File: src/rtl/dca_matrix_lsu_inst_pkg.sv
// Shared definitions for the DCA matrix-LSU store path: FSM encoding, txn-info field widths, packing order.
// Latency: n/a (types and constants only).
// Backpressure: n/a.
package dca_matrix_lsu_inst_pkg;

    typedef enum logic [1:0] {
        ST_IDLE  = 2'd0,
        ST_ISSUE = 2'd1,
        ST_DRAIN = 2'd2,
        ST_DONE  = 2'd3
    } seq_state_t;

    localparam int BW_DCA_MATRIX_INFO_ADDR     = 32;
    localparam int BW_DCA_MATRIX_INFO_ALEN     = 8;
    localparam int BW_DCA_MATRIX_INFO_IS_FIRST = 1;
    localparam int BW_DCA_MATRIX_INFO_IS_LAST  = 1;
    localparam int BW_DCA_MATRIX_INFO          = BW_DCA_MATRIX_INFO_ADDR + BW_DCA_MATRIX_INFO_ALEN
                                               + BW_DCA_MATRIX_INFO_IS_FIRST + BW_DCA_MATRIX_INFO_IS_LAST;

    // Packing order {is_last, is_first, alen, addr}; the write-data unformatter unpacks with this same struct.
    typedef struct packed {
        logic                               is_last;
        logic                               is_first;
        logic [BW_DCA_MATRIX_INFO_ALEN-1:0] alen;
        logic [BW_DCA_MATRIX_INFO_ADDR-1:0] addr;
    } dca_matrix_info_t;

    function automatic dca_matrix_info_t pack_matrix_info(
        input logic                               is_last,
        input logic                               is_first,
        input logic [BW_DCA_MATRIX_INFO_ALEN-1:0] alen,
        input logic [BW_DCA_MATRIX_INFO_ADDR-1:0] addr
    );
        dca_matrix_info_t info;
        info.is_last  = is_last;
        info.is_first = is_first;
        info.alen     = alen;
        info.addr     = addr;
        return info;
    endfunction

endpackage

File: src/rtl/dca_outstanding_counter.sv
// Up/down count of issued-but-unacknowledged rows with full/empty flags and an underflow guard.
// Latency: count updates on the clock edge after inc/dec; flags are combinational from the count.
// Backpressure: none internally; caller must not inc while full. dec while empty is dropped (dec_taken=0).
// Ports: clk, rstnn (sync active-low), clr (sync clear), inc, dec -> cnt, full, empty, dec_taken.
module dca_outstanding_counter #(
    parameter  int MAX_OUTSTANDING = 4,
    localparam int CNT_W           = $clog2(MAX_OUTSTANDING) + 1
) (
    input  logic             clk,
    input  logic             rstnn,
    input  logic             clr,
    input  logic             inc,
    input  logic             dec,
    output logic [CNT_W-1:0] cnt,
    output logic             full,
    output logic             empty,
    output logic             dec_taken
);

    localparam logic [CNT_W-1:0] CNT_ONE = CNT_W'(1);
    localparam logic [CNT_W-1:0] CNT_MAX = CNT_W'(MAX_OUTSTANDING);

    assign empty     = (cnt == '0);
    assign full      = (cnt == CNT_MAX);
    assign dec_taken = dec && !empty;

    // Simultaneous inc and accepted dec cancel out.
    always_ff @(posedge clk) begin
        if (!rstnn || clr) begin
            cnt <= '0;
        end else if (inc && !dec_taken) begin
            cnt <= cnt + CNT_ONE;
        end else if (!inc && dec_taken) begin
            cnt <= cnt - CNT_ONE;
        end
    end

endmodule

File: src/rtl/dca_matrix_store_sequencer.sv
// Splits one matrix store instruction into per-row write txns (row order) and tracks their B responses.
// Latency: first txn 1 cycle after accept, then one row per cycle; done 1 cycle after the final response is counted.
// Backpressure: txn held stable while txn_ready=0; issue stalls at MAX_OUTSTANDING; inst_ready only in IDLE.
// Ports: inst_* (decoded store in), txn_* (row info out), resp_valid/resp_error (B channel), busy/done/error status.
module dca_matrix_store_sequencer
    import dca_matrix_lsu_inst_pkg::*;
#(
    parameter int BW_ADDR         = 32,
    parameter int BW_NUM_ROW_M1   = 8,
    parameter int BW_NUM_COL_M1   = 8,
    parameter int BW_STRIDE_LS3   = 16,
    parameter int MAX_OUTSTANDING = 4
) (
    input  logic                     clk,
    input  logic                     rstnn,
    input  logic                     inst_valid,
    output logic                     inst_ready,
    input  logic [BW_ADDR-1:0]       inst_addr,
    input  logic [BW_STRIDE_LS3-1:0] inst_stride_ls3,
    input  logic [BW_NUM_ROW_M1-1:0] inst_num_row_m1,
    input  logic [BW_NUM_COL_M1-1:0] inst_num_col_m1,
    output logic                     txn_valid,
    input  logic                     txn_ready,
    output logic [BW_ADDR-1:0]       txn_addr,
    output logic [BW_NUM_COL_M1-1:0] txn_alen,
    output logic                     txn_is_first,
    output logic                     txn_is_last,
    input  logic                     resp_valid,
    input  logic                     resp_error,
    output logic                     busy,
    output logic                     done,
    output logic                     error
);

    localparam int OUT_W = $clog2(MAX_OUTSTANDING) + 1;
    localparam logic [BW_NUM_ROW_M1-1:0] ROW_ONE  = BW_NUM_ROW_M1'(1);
    localparam logic [BW_NUM_ROW_M1:0]   RESP_ONE = (BW_NUM_ROW_M1 + 1)'(1);

    seq_state_t               state_q, state_d;
    logic [BW_ADDR-1:0]       row_addr_q;
    logic [BW_NUM_ROW_M1-1:0] row_cnt_q;
    logic [BW_NUM_ROW_M1-1:0] num_row_m1_q;
    logic [BW_NUM_COL_M1-1:0] num_col_m1_q;
    logic [BW_STRIDE_LS3-1:0] stride_ls3_q;
    logic [BW_NUM_ROW_M1:0]   resp_cnt_q;
    logic                     err_q;

    logic [OUT_W-1:0] out_cnt;
    logic             out_full;
    logic             out_empty;
    logic             resp_taken;

    logic inst_fire;
    logic txn_fire;
    logic row_last;
    logic all_resp;

    assign inst_fire = inst_valid && inst_ready;
    assign txn_fire  = txn_valid && txn_ready;
    assign row_last  = (row_cnt_q == num_row_m1_q);
    assign all_resp  = (resp_cnt_q == ((BW_NUM_ROW_M1 + 1)'(num_row_m1_q) + RESP_ONE));

    // Responses in IDLE are stale (e.g. after a mid-instruction reset) and never reach the counter.
    dca_outstanding_counter #(
        .MAX_OUTSTANDING (MAX_OUTSTANDING)
    ) u_outstanding (
        .clk       (clk),
        .rstnn     (rstnn),
        .clr       (state_q == ST_IDLE),
        .inc       (txn_fire),
        .dec       (resp_valid && (state_q != ST_IDLE)),
        .cnt       (out_cnt),
        .full      (out_full),
        .empty     (out_empty),
        .dec_taken (resp_taken)
    );

    always_ff @(posedge clk) begin
        if (!rstnn) begin
            state_q <= ST_IDLE;
        end else begin
            state_q <= state_d;
        end
    end

    always_comb begin
        state_d = state_q;
        unique case (state_q)
            ST_IDLE:  if (inst_valid)           state_d = ST_ISSUE;
            ST_ISSUE: if (txn_fire && row_last) state_d = ST_DRAIN;
            ST_DRAIN: if (all_resp)             state_d = ST_DONE;
            ST_DONE:                            state_d = ST_IDLE;
            default:                            state_d = ST_IDLE;
        endcase
    end

    // Payload is gated to zero outside ISSUE so idle outputs match the reset values.
    always_comb begin
        inst_ready   = (state_q == ST_IDLE);
        busy         = (state_q != ST_IDLE);
        txn_valid    = 1'b0;
        txn_addr     = '0;
        txn_alen     = '0;
        txn_is_first = 1'b0;
        txn_is_last  = 1'b0;
        done         = 1'b0;
        error        = 1'b0;
        if (state_q == ST_ISSUE) begin
            txn_valid    = !out_full;
            txn_addr     = row_addr_q;
            txn_alen     = num_col_m1_q;
            txn_is_first = (row_cnt_q == '0);
            txn_is_last  = row_last;
        end
        if (state_q == ST_DONE) begin
            done  = 1'b1;
            error = err_q;
        end
    end

    // Row address generator and response bookkeeping. Stride add wraps modulo 2^BW_ADDR.
    always_ff @(posedge clk) begin
        if (!rstnn) begin
            row_addr_q   <= '0;
            row_cnt_q    <= '0;
            num_row_m1_q <= '0;
            num_col_m1_q <= '0;
            stride_ls3_q <= '0;
            resp_cnt_q   <= '0;
            err_q        <= 1'b0;
        end else if (inst_fire) begin
            row_addr_q   <= inst_addr;
            row_cnt_q    <= '0;
            num_row_m1_q <= inst_num_row_m1;
            num_col_m1_q <= inst_num_col_m1;
            stride_ls3_q <= inst_stride_ls3;
            resp_cnt_q   <= '0;
            err_q        <= 1'b0;
        end else begin
            if (txn_fire) begin
                row_addr_q <= row_addr_q + BW_ADDR'({stride_ls3_q, 3'b000});
                row_cnt_q  <= row_cnt_q + ROW_ONE;
            end
            if (resp_taken) begin
                resp_cnt_q <= resp_cnt_q + RESP_ONE;
                err_q      <= err_q | resp_error;
            end
        end
    end

endmodule

File: config.mk
export PLATFORM = sky130hd
export DESIGN_NAME = dca_matrix_store_sequencer
export DESIGN_NICKNAME = d
export VERILOG_FILES = /design/src/rtl/dca_matrix_lsu_inst_pkg.sv /design/src/rtl/dca_outstanding_counter.sv /design/src/rtl/dca_matrix_store_sequencer.sv
export SDC_FILE = /design/constraint.sdc
export NUM_CORES = 1
export LEC_CHECK = 0
export ABC_CLOCK_PERIOD_IN_PS = 5800
export CAP_MARGIN = 15
export CORE_ASPECT_RATIO = 0.7
export CORE_MARGIN = 2
export CORE_UTILIZATION = 55
export CTS_BUF_LIST = sky130_fd_sc_hd__clkbuf_8
export DETAILED_ROUTE_END_ITERATION = 10
export PLACE_DENSITY_LB_ADDON = 0.2
export SYNTH_ARGS = -nofsm -noshare
export SYNTH_HDL_FRONTEND = slang
export SYNTH_HIERARCHICAL = 1
export SYNTH_SLANG_ARGS = --single-unit
export TNS_END_PERCENT = 30
File: constraint.sdc
create_clock -name clk -period 5.8 [get_ports clk]
set_input_delay 0.58 -clock clk [delete_from_list [all_inputs] [get_ports clk]]
set_output_delay 0.58 -clock clk [all_outputs]
set_load 0.02 [all_outputs]
# Word-level counts from Yosys, hierarchy flattened
# Index checks and enable logic that the tools add are counted.
[totals]
regBits = 87
output_inout_bits = 47
elab_cells = 62
[op_classes]
add_sub_neg = 6
eq_ne = 9
mux = 15
bitwise_logic = 2
reduce_logical = 21
[op_table]
columns = ["cell", "count"]
rows = [
  ["$mux 32", 3],
  ["$add 32x19->32", 1],
  ["$add 8x1->9 const B", 1],
  ["$add 9x1->9 const B", 1],
  ["$eq 9x9->1", 1],
  ["$add 8x1->8 const B", 1],
  ["$eq 8x8->1", 1],
  ["$logic_not 8->1", 1],
  ["$mux 8", 1],
  ["$pmux 2 s4", 1],
  ["$logic_and 1x1->1", 7],
  ["$mux 2", 3],
  ["$mux 3", 2],
  ["$ne 2x2->1 const B", 3],
  ["$reduce_bool 2->1", 3],
  ["$logic_not 1->1", 5],
  ["$mux 1", 5],
  ["$eq 2x2->1 const B", 2],
  ["$add 3x1->3 const B", 1],
  ["$eq 3x3->1 const B", 1],
  ["$logic_not 3->1", 1],
  ["$reduce_and 3->1", 1],
  ["$sub 3x1->3 const B", 1],
  ["$eq 2x1->1 const B", 1],
  ["5 further kinds", 5],
]

# Depth between registers and ports, before layout
[logic_depth]
word_depth = 8
depth_mapped = 11
ltp_nobuf = 10

# By module
# Netlist, hierarchy kept.
[by_module_without_submodules]
columns = ["module", "instances", "cells_per_inst", "area_per_inst_um2"]
rows = [
  ["dca_matrix_store_sequencer", 1, 663, 5033.6],
  ["dca_outstanding_counter", 1, 19, 176.4],
]

# Worst setup path before layout
# No wires, ideal clock.
[synth_timing]
path_type = "register to register"
from = "register state_q[1]"
to = "register u_outstanding.cnt[2]"
t_arrival_ns = 2.341
t_required_ns = 5.730
setup_slack_ns = 3.389
path_stages_with_launch = 12
synth_period_minus_slack_ns = 2.411
path_cell_list = "dfxtp_1 inv_1 ha_1 nand3b_2 inv_2 clkbuf_1 ha_1 inv_1 fa_1 xor2_1 or3_1 a21oi_1"
[synth_via]
elab_chain_len = 6
[synth_lines]
columns = ["element", "line", "source"]
rows = [
  ["start: declaration", "dca_matrix_store_sequencer.sv:39", "seq_state_t state_q, state_d;"],
  ["start signal: assignment", "dca_matrix_store_sequencer.sv:82", "state_q <= state_d;"],
  ["$eq 2x1->1 *", "dca_matrix_store_sequencer.sv:108", "if (state_q == ST_ISSUE) begin"],
  ["$mux 1 *", "dca_matrix_store_sequencer.sv:108", ""],
  ["$logic_and 1x1->1 *", "dca_matrix_store_sequencer.sv:59", "assign txn_fire = txn_valid && txn_ready;"],
  ["via txn_fire", "dca_matrix_store_sequencer.sv:54", "logic txn_fire;"],
  ["$logic_not 1->1", "dca_outstanding_counter.sv:33", "end else if (!inc && dec_taken) begin"],
  ["$logic_and 1x1->1", "dca_outstanding_counter.sv:33", ""],
  ["$reduce_bool 2->1 (no line)", "-", ""],
  ["end signal: assignment", "dca_outstanding_counter.sv:32", "cnt <= cnt + CNT_ONE;"],
  ["end signal: assignment", "dca_outstanding_counter.sv:34", "cnt <= cnt - CNT_ONE;"],
  ["end: declaration", "dca_outstanding_counter.sv:14", "output logic [CNT_W-1:0] cnt,"],
]
# The timed path passes the listed nets; every way through them passes the cells marked *.
# A chain may end at the register's enable or synchronous reset.

# Worst setup path in the final report
[layout_timing]
from = "register state_q[1]"
to = "register u_outstanding.cnt[2]"
[layout_via]
elab_chain_len = 6
[layout_lines]
columns = ["element", "line"]
rows = [
  ["$eq 2x1->1 / $reduce_bool 2->1 (equally long branches)", "dca_matrix_store_sequencer.sv:108, dca_matrix_store_sequencer.sv:71"],
  ["$mux 1 / $logic_and 1x1->1 (equally long branches)", "dca_matrix_store_sequencer.sv:108, dca_matrix_store_sequencer.sv:71"],
  ["$logic_and 1x1->1 (on tied branches)", "dca_matrix_store_sequencer.sv:59, dca_outstanding_counter.sv:25"],
  ["$logic_not 1->1 (on tied branches)", "dca_outstanding_counter.sv:33, dca_outstanding_counter.sv:31"],
  ["$logic_and 1x1->1 (on tied branches)", "dca_outstanding_counter.sv:33, dca_outstanding_counter.sv:31"],
  ["$reduce_bool 2->1 (no line) / $mux 3 (equally long branches)", "-"],
]
# Several ways; a longest one is shown, not always the timed one.

==> summary.md <==
| Metric | Value |
|---|---|
| PwrDens | `337 nW/um2` |
| Nets | `872` |
| N_diodes | `0` |
| CTS Root Cell | `clkbuf_8` |
| Status | `finished clean` |
| Layout fillers | `763` |
| Xor and xnor fraction of the mapped netlist area | `0.0639` |
| Syn Nets | `between 700 and 800` |
| RD Place Congestion | `~0.90` |
| Fmax | `298 MHz` |
| Final setup vio count | `0` |
| Synth area leader | `dfxtp_1` |
| Post-synth EDFFs | `0` |
| First-pass GRT wire length | `around 23000 um` |
| End-of-flow core utilization | `0.722` |
| Die W | `roughly 120 um` |
| Switching Power | `0.912 mW` |
| Register-to-register setup slack | `2.44 ns` |
| Initial antenna violation count | `0` |
| Relative slew slack | `0.409` |
| P&R area growth vs syn | `26.7%` |
| Crit end category | `flop` |
| Top cell type's share of synthesized area | `0.334` |
| TritonCTS Buffers | `9` |
| Rows | `29` |
| RSZ-0062 raised after global routing | `no` |
| Most instantiated cells after synthesis | `nand2_1 (129), dfxtp_1 (87), a21oi_1 (63)` |
| R2R Path End | `u_outstanding/cnt[2]$_SDFFE_PP0P_` |
| Total negative slack | `0 ns` |
| Main combinational cell family by area after synthesis | `simple AND/OR/NAND/NOR gates` |
| Total of max-cap violations | `0` |
| Global-route usage over all layers | `0.275` |
| Internal power | `1.31 mW` |
| Clock buffer depth | `2` |
| Synthesized area per cell | `7.64 um2` |
| HP Class | `reg -> reg` |
| Synth area leaders | `dfxtp_1 (33%), nand2_1 (9.3%), a21oi_1 (6.1%)` |
| Initial Utilization | `0.570` |
| Most used DFF post-synth | `dfxtp_1` |
| Setup Crit Path Kind | `reg -> reg` |
| First DRT Iteration DRCs | `485` |
| CP startpoint | `state_q[1]$_SDFFE_PN0P_` |
| Post-synthesis cell area | `5210 um2` |
| DIE HEIGHT | `85.4 um` |
| Comb pwr share | `0.439` |
| # resized after CTS | `0` |
| Final wirelength | `13700 um` |
| Post CTS Setup Buffer Count | `0` |
| Residual DRC | `0` |
| TritonCTS clock tree | `built` |
| Synth cell types | `between 60 and 70` |
| Worst-margin pin slew | `0.883 ns` |
| Core box area | `around 9100 um2` |
| CP required | `between 6 and 7 ns` |
| Hold Vio Cnt, Final | `0` |
| IO Count | `117` |
| R2R cell count | `11` |
| Post-synthesis register bit count | `87` |
| Post-DP HPWL | `9820 um` |
| Leak Pwr | `2.53 nW` |
| Skew-Pair Late Insertion Delay | `about 0.36 ns` |
| Mapped Cells | `a little under 700` |
| Post-DRT Antenna Nets | `0` |
| Tot Pwr | `2.23 mW` |
| Simple-gate portion of the synthesized area | `0.277` |
| Mux contribution to synthesized area | `0.00961` |
| Largest net degree at the start of global routing | `81` |
| Post-route setup slack | `2.44 ns` |
| Seq/Total Area, Yosys | `0.334` |
| H-tree levels | `3` |
| Setup crit start kind | `flop` |
| Vias | `5215` |
| Worst-path clk slew | `0.09 ns` |
| CTS Sinks | `87` |
| Critical Path Sink | `u_outstanding/cnt[2]$_SDFFE_PP0P_` |
| Reg2reg start | `state_q[1]$_SDFFE_PN0P_` |
| Final Cycle Share | `0.580` |
| Post-Route Skew | `0.00666 ns` |
| DR WL/cell | `15.2 um` |
| Most frequent cell after synthesis | `nand2_1` |
| Share of cells above drive strength 1 | `0.0475` |
| Yosys synthesis warning count | `6` |
| WP data arrival | `3.66 ns` |
| Hold slack | `0.454 ns` |
| CTS Hold Buffers Added | `0` |
| Ys async rst share | `0` |
| Synth Area in Adders | `0.0677` |
| Vias per cell | `approximately 5.8` |
| Peak supply drop | `0.194 mV` |
| Total congestion overflow | `0` |
| Period minus WS final | `3.36 ns` |
| Fin. max-slew vios | `0` |
| Top fanout value on the critical path | `44` |
| Die area | `between 10000 and 15000 um2` |
| IO buf count | `116` |
| Sequential share of power | `0.368` |
| Pre-antenna DRT Iters | `5` |
| Clk network pwr share | `0.193` |
| Pre-CTS WS | `2.28 ns` |
| Sw Ratio | `0.410` |
| Complex-gate fraction of the synthesized area | `0.205` |
| Number of global-route vias before repair | `4888` |
[metal layers]
metal	vias up	wire (um)	global-route usage
li1	2567	-	-
met1	2428	6520	0.381
met4	0	131	0.0603
met3	14	1040	0.0699
met2	206	6010	0.435
met5	-	0	0
[kinds of logic (layout without fill, tap and decap cells)]
group,Yosys count,in the layout
and+or+nand+nor,300,300
xor gates and xnor gates,38,38
DFF,87,87
AOI/OAI and AO/OA,170,170
muxes,5,5
buffers and inverters,55,152
adders and majority gates,27,27
[per-stage QoR]
stage | cells | cell area [um2]
after floorplan | 682 | 5210
after global placement | 888 | 6400
after detailed placement | 888 | 6400
after CTS | 903 | 6600
after global routing | 903 | 6600
final | 903 | 6600
[cell usage in the layout, fill, tap and decap left out, types with 3 or more instances in the layout]
master,count
or3_1,11
dfxtp_1,87
nor2_1,41
and3_1,11
nand2_1,128
inv_1,16
o211ai_1,6
a41oi_1,5
o31ai_1,8
and2_1,42
o21ai_0,32
nand3_1,20
nor2b_1,3
a31oi_1,14
a21o_1,6
mux2i_1,5
xor2_1,25
a21oi_1,63
clkdlybuf4s50_1,116
clkbuf_8,10
ha_1,25
nor4_1,4
a311oi_1,6
nor3_1,10
o21a_1,5
a21oi_2,3
xnor2_1,13
buf_4,3
nand4_1,11
or4_1,4
[worst max-delay path, cell delays in order, from the launching register on]
cell and delay (ns):
dfxtp_1 0.35, inv_1 0.08, ha_1 0.14, buf_4 0.33, nand3b_2 0.51, inv_2 0.56
ha_1 0.26, inv_1 0.07, fa_1 0.38, xor2_1 0.15, or3_1 0.31, a21oi_1 0.13
[power by group through the flow]
stage	Combinational, mW	Clock (mW)	Sequential [mW]
2_1_floorplan	0.682	0	0.790
3_3_place_gp	0.938	0	0.820
3_5_place_dp	0.968	0	0.828
4_1_cts	0.975	0.433	0.815
5_1_grt	1.08	0.458	0.832
6_report	0.978	0.430	0.818
[registers in the layout, summed over array words and instances (netlist names)]
register and cells:
num_row_m1_q 8, err_q 1, row_cnt_q 8, state_q 2, row_addr_q 32, resp_cnt_q 9, num_col_m1_q 8, stride_ls3_q 16
u_outstanding/cnt 3
[how the worst min path moves through the flow]
stage / startpoint / to / slack [ns] / cells after the start
floorplan: err_q$_SDFFE_PP0P_ / err_q$_SDFFE_PP0P_ / 0.43 / 2
global placement: num_col_m1_q[3]$_SDFFE_PN0P_ / num_col_m1_q[3]$_SDFFE_PN0P_ / 0.44 / 2
detailed placement: row_addr_q[2]$_SDFFE_PN0P_ / row_addr_q[2]$_SDFFE_PN0P_ / 0.44 / 2
CTS: row_addr_q[2]$_SDFFE_PN0P_ / row_addr_q[2]$_SDFFE_PN0P_ / 0.45 / 2
global route: num_col_m1_q[1]$_SDFFE_PN0P_ / num_col_m1_q[1]$_SDFFE_PN0P_ / 0.48 / 2
finish: row_addr_q[2]$_SDFFE_PN0P_ / row_addr_q[2]$_SDFFE_PN0P_ / 0.45 / 2
[area by class of cell]
class                      instances  area, um2  area share
tap                              124        155      0.0235
inverter                          18       67.6      0.0102
timing repair buffer             119       1180       0.179
sequential                        87       1740       0.264
clock inverter                     5       58.8     0.00891
clock buffer                      10        138      0.0209
multi-input combinational        540       3250       0.493
(Power assumes the default switching activity.)
